<file path="src/rtl/seg7_pkg.sv">
// Shared 7-segment definitions: active-low segment table, blank code,
// decoder FSM encoding and the pattern-to-digit decode function.
package seg7_pkg;

  localparam logic [6:0] SEG7_BLANK = 7'h7F;

  localparam logic [6:0] SEG7_TABLE [16] = '{
    7'h40, 7'h79, 7'h24, 7'h30,
    7'h19, 7'h12, 7'h02, 7'h78,
    7'h00, 7'h10, 7'h08, 7'h03,
    7'h46, 7'h21, 7'h06, 7'h0E
  };

  typedef enum logic [1:0] {
    WAIT   = 2'd0,
    SETTLE = 2'd1,
    PEND   = 2'd2
  } seg7_state_t;

  typedef struct packed {
    logic       err;
    logic [3:0] digit;
  } seg7_res_t;

  // Unknown patterns report err with a zero digit
  function automatic seg7_res_t seg7_decode(input logic [6:0] p);
    seg7_res_t r;
    r.err   = 1'b1;
    r.digit = 4'h0;
    for (int i = 0; i < 16; i++) begin
      if (p == SEG7_TABLE[i]) begin
        r.err   = 1'b0;
        r.digit = 4'(i);
      end
    end
    return r;
  endfunction

endpackage

</file>
<file path="src/rtl/seg7_decoder_if.sv">
// Result handshake bundle of the 7-segment decoder.
// master drives the result, slave consumes it.
interface seg7_decoder_if;
  logic       out_valid;
  logic       out_ready;
  logic [3:0] out_digit;
  logic       out_err;

  modport master (
    output out_valid,
    output out_digit,
    output out_err,
    input  out_ready
  );

  modport slave (
    input  out_valid,
    input  out_digit,
    input  out_err,
    output out_ready
  );
endinterface

</file>
<file path="src/rtl/seg7_sync.sv">
// Two-flop synchroniser for the 7-bit segment bus.
// Resets to the blank pattern so nothing spurious is decoded.
module seg7_sync
  import seg7_pkg::*;
(
  input  logic       i_clk,
  input  logic       i_rst,
  input  logic [6:0] i_d,
  output logic [6:0] o_q
);

  logic [6:0] r_s1;
  logic [6:0] r_s2;

  always_ff @(posedge i_clk or posedge i_rst) begin
    if (i_rst) begin
      r_s1 <= SEG7_BLANK;
      r_s2 <= SEG7_BLANK;
    end else begin
      r_s1 <= i_d;
      r_s2 <= r_s1;
    end
  end

  assign o_q = r_s2;

endmodule

</file>
<file path="src/rtl/seg7_decoder.sv">
// Segment-bus to hex-digit decoder with settle filter and valid/ready.
// Define SEG7_DEC_ERRCNT_EN to add the saturating err_cnt output.
module seg7_decoder
  import seg7_pkg::*;
#(
  parameter int STABLE_CYCLES = 4
) (
  input  logic           CLOCK_50,
  input  logic           RST,
  input  logic [6:0]     SEG,
  seg7_decoder_if.master o_out
`ifdef SEG7_DEC_ERRCNT_EN
  ,
  output logic [7:0]     err_cnt
`endif
);

  localparam logic [7:0] LP_LAST = 8'(STABLE_CYCLES - 1);

  logic [6:0]  w_s;
  seg7_state_t r_state, w_state_n;
  logic [6:0]  r_last, w_last_n;
  logic [6:0]  r_cand, w_cand_n;
  logic [7:0]  r_cnt, w_cnt_n;
  logic        r_valid, w_valid_n;
  logic [3:0]  r_digit, w_digit_n;
  logic        r_err, w_err_n;
  seg7_res_t   w_dec;
  logic        w_err_inc;

  seg7_sync u_sync (
    .i_clk (CLOCK_50),
    .i_rst (RST),
    .i_d   (SEG),
    .o_q   (w_s)
  );

  assign w_dec = seg7_decode(r_cand);

  always_ff @(posedge CLOCK_50 or posedge RST) begin
    if (RST) begin
      r_state <= WAIT;
      r_last  <= SEG7_BLANK;
      r_cand  <= SEG7_BLANK;
      r_cnt   <= 8'd0;
      r_valid <= 1'b0;
      r_digit <= 4'h0;
      r_err   <= 1'b0;
    end else begin
      r_state <= w_state_n;
      r_last  <= w_last_n;
      r_cand  <= w_cand_n;
      r_cnt   <= w_cnt_n;
      r_valid <= w_valid_n;
      r_digit <= w_digit_n;
      r_err   <= w_err_n;
    end
  end

  always_comb begin
    w_state_n = r_state;
    w_last_n  = r_last;
    w_cand_n  = r_cand;
    w_cnt_n   = r_cnt;
    w_valid_n = r_valid;
    w_digit_n = r_digit;
    w_err_n   = r_err;
    w_err_inc = 1'b0;
    unique case (r_state)
      WAIT: begin
        if (w_s == SEG7_BLANK) begin
          w_last_n = SEG7_BLANK;
        end else if (w_s != r_last) begin
          w_cand_n  = w_s;
          w_cnt_n   = 8'd1;
          w_state_n = SETTLE;
        end
      end
      SETTLE: begin
        if (w_s != r_cand) begin
          if (w_s == SEG7_BLANK) begin
            w_state_n = WAIT;
          end else begin
            w_cand_n = w_s;
            w_cnt_n  = 8'd1;
          end
        end else if (r_cnt == LP_LAST) begin
          w_valid_n = 1'b1;
          w_digit_n = w_dec.err ? 4'h0 : w_dec.digit;
          w_err_n   = w_dec.err;
          w_last_n  = r_cand;
          w_err_inc = w_dec.err;
          w_state_n = PEND;
        end else begin
          w_cnt_n = r_cnt + 8'd1;
        end
      end
      PEND: begin
        if (r_valid && o_out.out_ready) begin
          w_valid_n = 1'b0;
          w_state_n = WAIT;
        end
      end
      default: w_state_n = WAIT;
    endcase
  end

  assign o_out.out_valid = r_valid;
  assign o_out.out_digit = r_digit;
  assign o_out.out_err   = r_err;

`ifdef SEG7_DEC_ERRCNT_EN
  logic [7:0] r_err_cnt;

  always_ff @(posedge CLOCK_50 or posedge RST) begin
    if (RST)
      r_err_cnt <= 8'd0;
    else if (w_err_inc && r_err_cnt != 8'hFF)
      r_err_cnt <= r_err_cnt + 8'd1;
  end

  assign err_cnt = r_err_cnt;
`else
  logic w_unused;
  assign w_unused = w_err_inc;
`endif

endmodule
</file>
<file path="src/flat_wrapper.sv">
// flat-port wrapper written by rule: the top's interface ports become plain ports
module seg7_decoder_flat import seg7_pkg::*;
#(
  parameter int STABLE_CYCLES = 4
)
  (CLOCK_50, RST, SEG, o_out_out_valid, o_out_out_digit, o_out_out_err, o_out_out_ready);
  seg7_decoder_if o_out_i ();
  input  logic CLOCK_50;
  input  logic RST;
  input  logic [6:0] SEG;
  output wire logic [$bits(o_out_i.out_valid)-1:0] o_out_out_valid;
  output wire logic [$bits(o_out_i.out_digit)-1:0] o_out_out_digit;
  output wire logic [$bits(o_out_i.out_err)-1:0] o_out_out_err;
  input wire logic [$bits(o_out_i.out_ready)-1:0] o_out_out_ready;
  assign o_out_out_valid = o_out_i.out_valid;
  assign o_out_out_digit = o_out_i.out_digit;
  assign o_out_out_err = o_out_i.out_err;
  assign o_out_i.out_ready = o_out_out_ready;
  seg7_decoder #(.STABLE_CYCLES(STABLE_CYCLES)) u_core (.CLOCK_50(CLOCK_50), .RST(RST), .SEG(SEG), .o_out(o_out_i));
endmodule
</file>
<file path="config.mk">
export PLATFORM = sky130hd
export DESIGN_NAME = seg7_decoder_flat
export DESIGN_NICKNAME = d
export VERILOG_FILES = /design/src/rtl/seg7_pkg.sv /design/src/rtl/seg7_decoder_if.sv /design/src/rtl/seg7_sync.sv /design/src/rtl/seg7_decoder.sv /design/src/flat_wrapper.sv
export SDC_FILE = /design/constraint.sdc
export NUM_CORES = 1
export LEC_CHECK = 0
export ABC_AREA = 1
export CORE_MARGIN = 2
export CORE_UTILIZATION = 55
export DETAILED_ROUTE_END_ITERATION = 10
export PLACE_DENSITY = 0.74
export SLEW_MARGIN = 10
export SYNTH_ARGS = -nofsm -noshare
export SYNTH_HDL_FRONTEND = slang
export SYNTH_SLANG_ARGS = --single-unit
</file>
<file path="constraint.sdc">
create_clock -name CLOCK_50 -period 1.9 [get_ports CLOCK_50]
set_input_delay 0.38 -clock CLOCK_50 [delete_from_list [all_inputs] [get_ports CLOCK_50]]
set_output_delay 0.38 -clock CLOCK_50 [all_outputs]
set_load 0.01 [all_outputs]
</file>
==> implementation parameters <==
Parameter                              Value

Route
  Initial detailed-routing violation count ... 101
  Total Wirelength ... 4500 microns
  1st-pass router iterations ... 4
  Routed wire length per instance ... 11.6 microns
  Vias per Instance ... 5.07
  Residual DRC count ... 0
  Via count ... 1,971
  Remaining number of nets flagged by the antenna check after routing ... 0

Floorplanning
  Floorplan die area ... 5090 sq um
  Effective utilization at floorplan ... 0.573
  Standard-cell rows ... 24
  Ports ... 16
  Core Area ... 4350 sq um
  Width of the chip ... 71.4 microns
  Die Span Y ... 71.4 microns

Setup path
  CP Data Required Time ... 2.09 ns
  Crit path capture type ... flip-flop
  Cells traversed along the worst timing path ... nand2_1, nand2_1, nand3_2, nor2_4, nand2_4, nand3_4, nand3_4, nand2_1, nand2_1
  Worst r2r path cells ... 9
  Arrival @ worst endpoint ... 1.87 ns
  Worst R2R End ... u_core.r_cnt[6]
  Crit path top cell by count ... sky130_fd_sc_hd__nand2_1
  Sort of element at the start of the critical path ... flip-flop
  Largest incremental delay on the critical path ... 0.63 ns
  Category of the most critical setup path ... reg -> reg
  Launching point of the worst reg2reg path ... u_core.r_cand[4]
  Cell with the largest stage delay on the worst path ... sky130_fd_sc_hd__dfstp_2
  Peak fanout along the critical path ... 9
  Flop-to-flop setup slack ... 0.22 ns

Synthesis
  Netlist cell types ... 35
  Cell types with the largest area share after synthesis ... sky130_fd_sc_hd__dfstp_2 (29%), sky130_fd_sc_hd__dfrtp_1 (16%), sky130_fd_sc_hd__nand2_1 (15%)
  Gate count of the mapped netlist ... 314
  Number of register bits inferred by synthesis ... 44
  Top_reg_cell synth ... sky130_fd_sc_hd__dfstp_2
  Commonest cells in the netlist ... sky130_fd_sc_hd__nand2_1 (102), sky130_fd_sc_hd__inv_1 (43), sky130_fd_sc_hd__dfstp_2 (28), sky130_fd_sc_hd__nand3_1 (27), sky130_fd_sc_hd__nor2_1 (26)
  Average instance area after synthesis ... 7.95 sq um
  Number of flops mapped to enable cells by yosys ... 0
  Net Count, Synth ... 325
  Most numerous cell in the Yosys netlist ... sky130_fd_sc_hd__nand2_1
  Proportion of synthesized flip-flops having asynchronous set or reset ... 1.00
  Portion of synthesized cell area occupied by the leading cell type ... 0.295
  Cell accounting for the most synthesized area ... sky130_fd_sc_hd__dfstp_2
  Combined area of all synthesized cells ... 2490 sq um
  Sequential-to-total area share from yosys stat ... 0.455
  Number of warnings issued by yosys ... 0

STA
  Post-layout min period ... 1.68 ns
  Slew Limit Headroom ... 0.673
  Pins Over Slew Limit ... 0
  PnR worst setup slack ... 0.217 ns
  Clock Skew ... 0.00657 ns
  Highest attainable clock frequency ... 594 MHz
  Unrepaired setup endpoints after global routing ... false
  Final worst hold slack ... 0.356 ns
  Post-route clock period utilization ... 0.886
  Transition at the pin with the smallest max-transition slack ... 0.491 ns
  Summed negative setup slack over all endpoints ... 0 ns
  Setup Viol. Count Final ... 0
  Endpoints failing hold ... 0

Placement
  Final weighted congestion in routability-driven placement ... 0.934
  Detailed placer's ending HPWL ... 3390 microns
  Number of port buffers ... 15
  Count of placed standard cells including taps ... 378
  Post-place setup slack ... 0.158 ns

Power and ir drop
  Leak Pwr ... 1.50 nW
  Power density normalized to cell area ... 674 nW/um^2
  Worst-case vdd ir drop ... 590 uV
  Total Power Consumption ... 1.90 mW

Final layout
  Fraction of final layout cells with drive strength greater than 1 ... 0.199
  Final non-filler cell total ... 389
  Layout overhead on the synthesized area ... 13.1%
  # diodes ... 0
  Fill cell count ... 370
  NumNets Final ... 347

Status
  Outcome ... finished, final reports clean

Global route
  GRT Residual Overflow ... 0
  Total GRT Usage ... 0.201
  Antenna violations before repair ... 0
  Maximum number of pins on one net before global-route repair ... 26
  Vias in the first global route ... 1,871
  First-pass GRT wire length ... 8130 microns

Min path
  Hold_sp ... u_core.u_sync.r_s1[2]
  Hold Path Cell Cnt ... 0
  Hold worst-path end ... u_core.u_sync.o_q[2]
  Type of the most critical hold path ... reg -> reg

Flow run
  Total of max-cap violations ... 0

Clocking
  Clock edge transition at the registers on the reported setup and hold paths ... 0.08 ns
  Number of clock sinks seen by CTS ... 44
  Clock latency reported for the late side of the worst-skew pair ... 0.30 ns
  Clock buffers created by TritonCTS ... 5
  Maximum clock insertion buffer count ... 2
  Cell at the root of the clock tree ... sky130_fd_sc_hd__clkbuf_8
  TritonCTS clock tree ... built
  Max H-tree Level ... 2
-- per-layer routing --
metal / part of all wire / routed length [microns] / vias to the layer above / global-route usage
met5: 0 / 0 / - / 0
met4: 0.011 / 49 / 0 / 0.0545
met3: 0.036 / 160 / 7 / 0.0422
met2: 0.47 / 2120 / 41 / 0.325
met1: 0.48 / 2180 / 907 / 0.275
li1: - / - / 1016 / -
-- cell usage in the layout, fill, tap and decap left out, types with 3 or more instances in the layout --
cell type,count
sky130_fd_sc_hd__xor2_1,6
sky130_fd_sc_hd__clkbuf_8,5
sky130_fd_sc_hd__nor3_1,4
sky130_fd_sc_hd__nand3_4,4
sky130_fd_sc_hd__inv_2,3
sky130_fd_sc_hd__nor2_2,3
sky130_fd_sc_hd__a21oi_1,3
sky130_fd_sc_hd__nor2_1,26
sky130_fd_sc_hd__nand3_1,27
sky130_fd_sc_hd__inv_1,43
sky130_fd_sc_hd__dfrtp_1,16
sky130_fd_sc_hd__clkdlybuf4s50_1,15
sky130_fd_sc_hd__o21ai_1,9
sky130_fd_sc_hd__dfstp_2,28
sky130_fd_sc_hd__buf_4,7
sky130_fd_sc_hd__xnor2_1,5
sky130_fd_sc_hd__nand2_1,102
sky130_fd_sc_hd__nand4_1,6
-- cell families (layout without fill, tap and decap cells) --
logic type,after synthesis,count (layout),synth area share
AND/OR/NAND/NOR,187,187,0.364
buffers and inverters,56,79,0.101
flip-flops,44,44,0.455
AO/OA/AOI/OAI,14,14,0.0296
XOR/XNOR,12,12,0.0451
adder cells (fa/ha/maj),1,1,0.00501
-- worst max-delay path by stage --
stage                     start                   endpoint  slack, ns  cells past startpoint
2_1_floorplan  u_core.r_cand[5]            u_core.r_cnt[1]       0.33                      9
3_3_place_gp   u_core.r_cand[4]            u_core.r_cnt[6]       0.19                      8
3_5_place_dp   u_core.r_cand[4]            u_core.r_cnt[6]       0.16                      8
4_1_cts        u_core.r_cand[4]            u_core.r_cnt[6]       0.14                      8
5_1_grt        u_core.r_cand[3]  u_core.o_out.out_digit[0]      0.007                      9
6_report       u_core.r_cand[4]            u_core.r_cnt[6]       0.22                      9
-- through the flow --
| step | area, sq um | utilization |
|---|---|---|
| 6_report | 2820 | 0.648 |
| 5_1_grt | 2820 | 0.648 |
| 4_1_cts | 2790 | 0.642 |
| 3_5_place_dp | 2680 | 0.616 |
| 3_3_place_gp | 2680 | 0.616 |
| 2_1_floorplan | 2490 | - |
-- report_power, final --
group | switching (mW) | internal (mW) | total [mW]
Combinational | 0.100 | 0.0692 | 0.169
Sequential | 0.0385 | 0.992 | 1.03
Clock | 0.313 | 0.390 | 0.703
-- repair_timing --
action / 4_1_cts / 5_1_grt
endpoints found under the setup margin: 0 / 9
gates resized for setup: 0 / 1
hold buffers: 0 / 0
setup buffers: 0 / 3
-- state kept, by name, summed over array words and instances (netlist names) --
signal                  count
u_core.o_out.out_err        1
u_core.r_state              2
u_core.r_cand               7
u_core.u_sync.o_q           7
u_core.r_cnt                8
u_core.u_sync.r_s1          7
u_core.o_out.out_valid      1
u_core.o_out.out_digit      4
u_core.r_last               7
-- final cells by class --
type,instances,area [sq um],share of cell area
well taps,52,65.1,0.0231
clock buffers,5,68.8,0.0244
repair buffers,22,203,0.0718
flip-flops and latches,44,1140,0.403
inverters,49,195,0.0692
clock inverters,3,41.3,0.0146
multi-input cells,214,1110,0.394
-- worst max-delay path, delay by kind of cell (launching register included) --
kind / cells / cell delay (ns)
flip-flops: 1 / 0.63
AND/OR/NAND/NOR: 9 / 0.95
(Power assumes the default switching activity.)
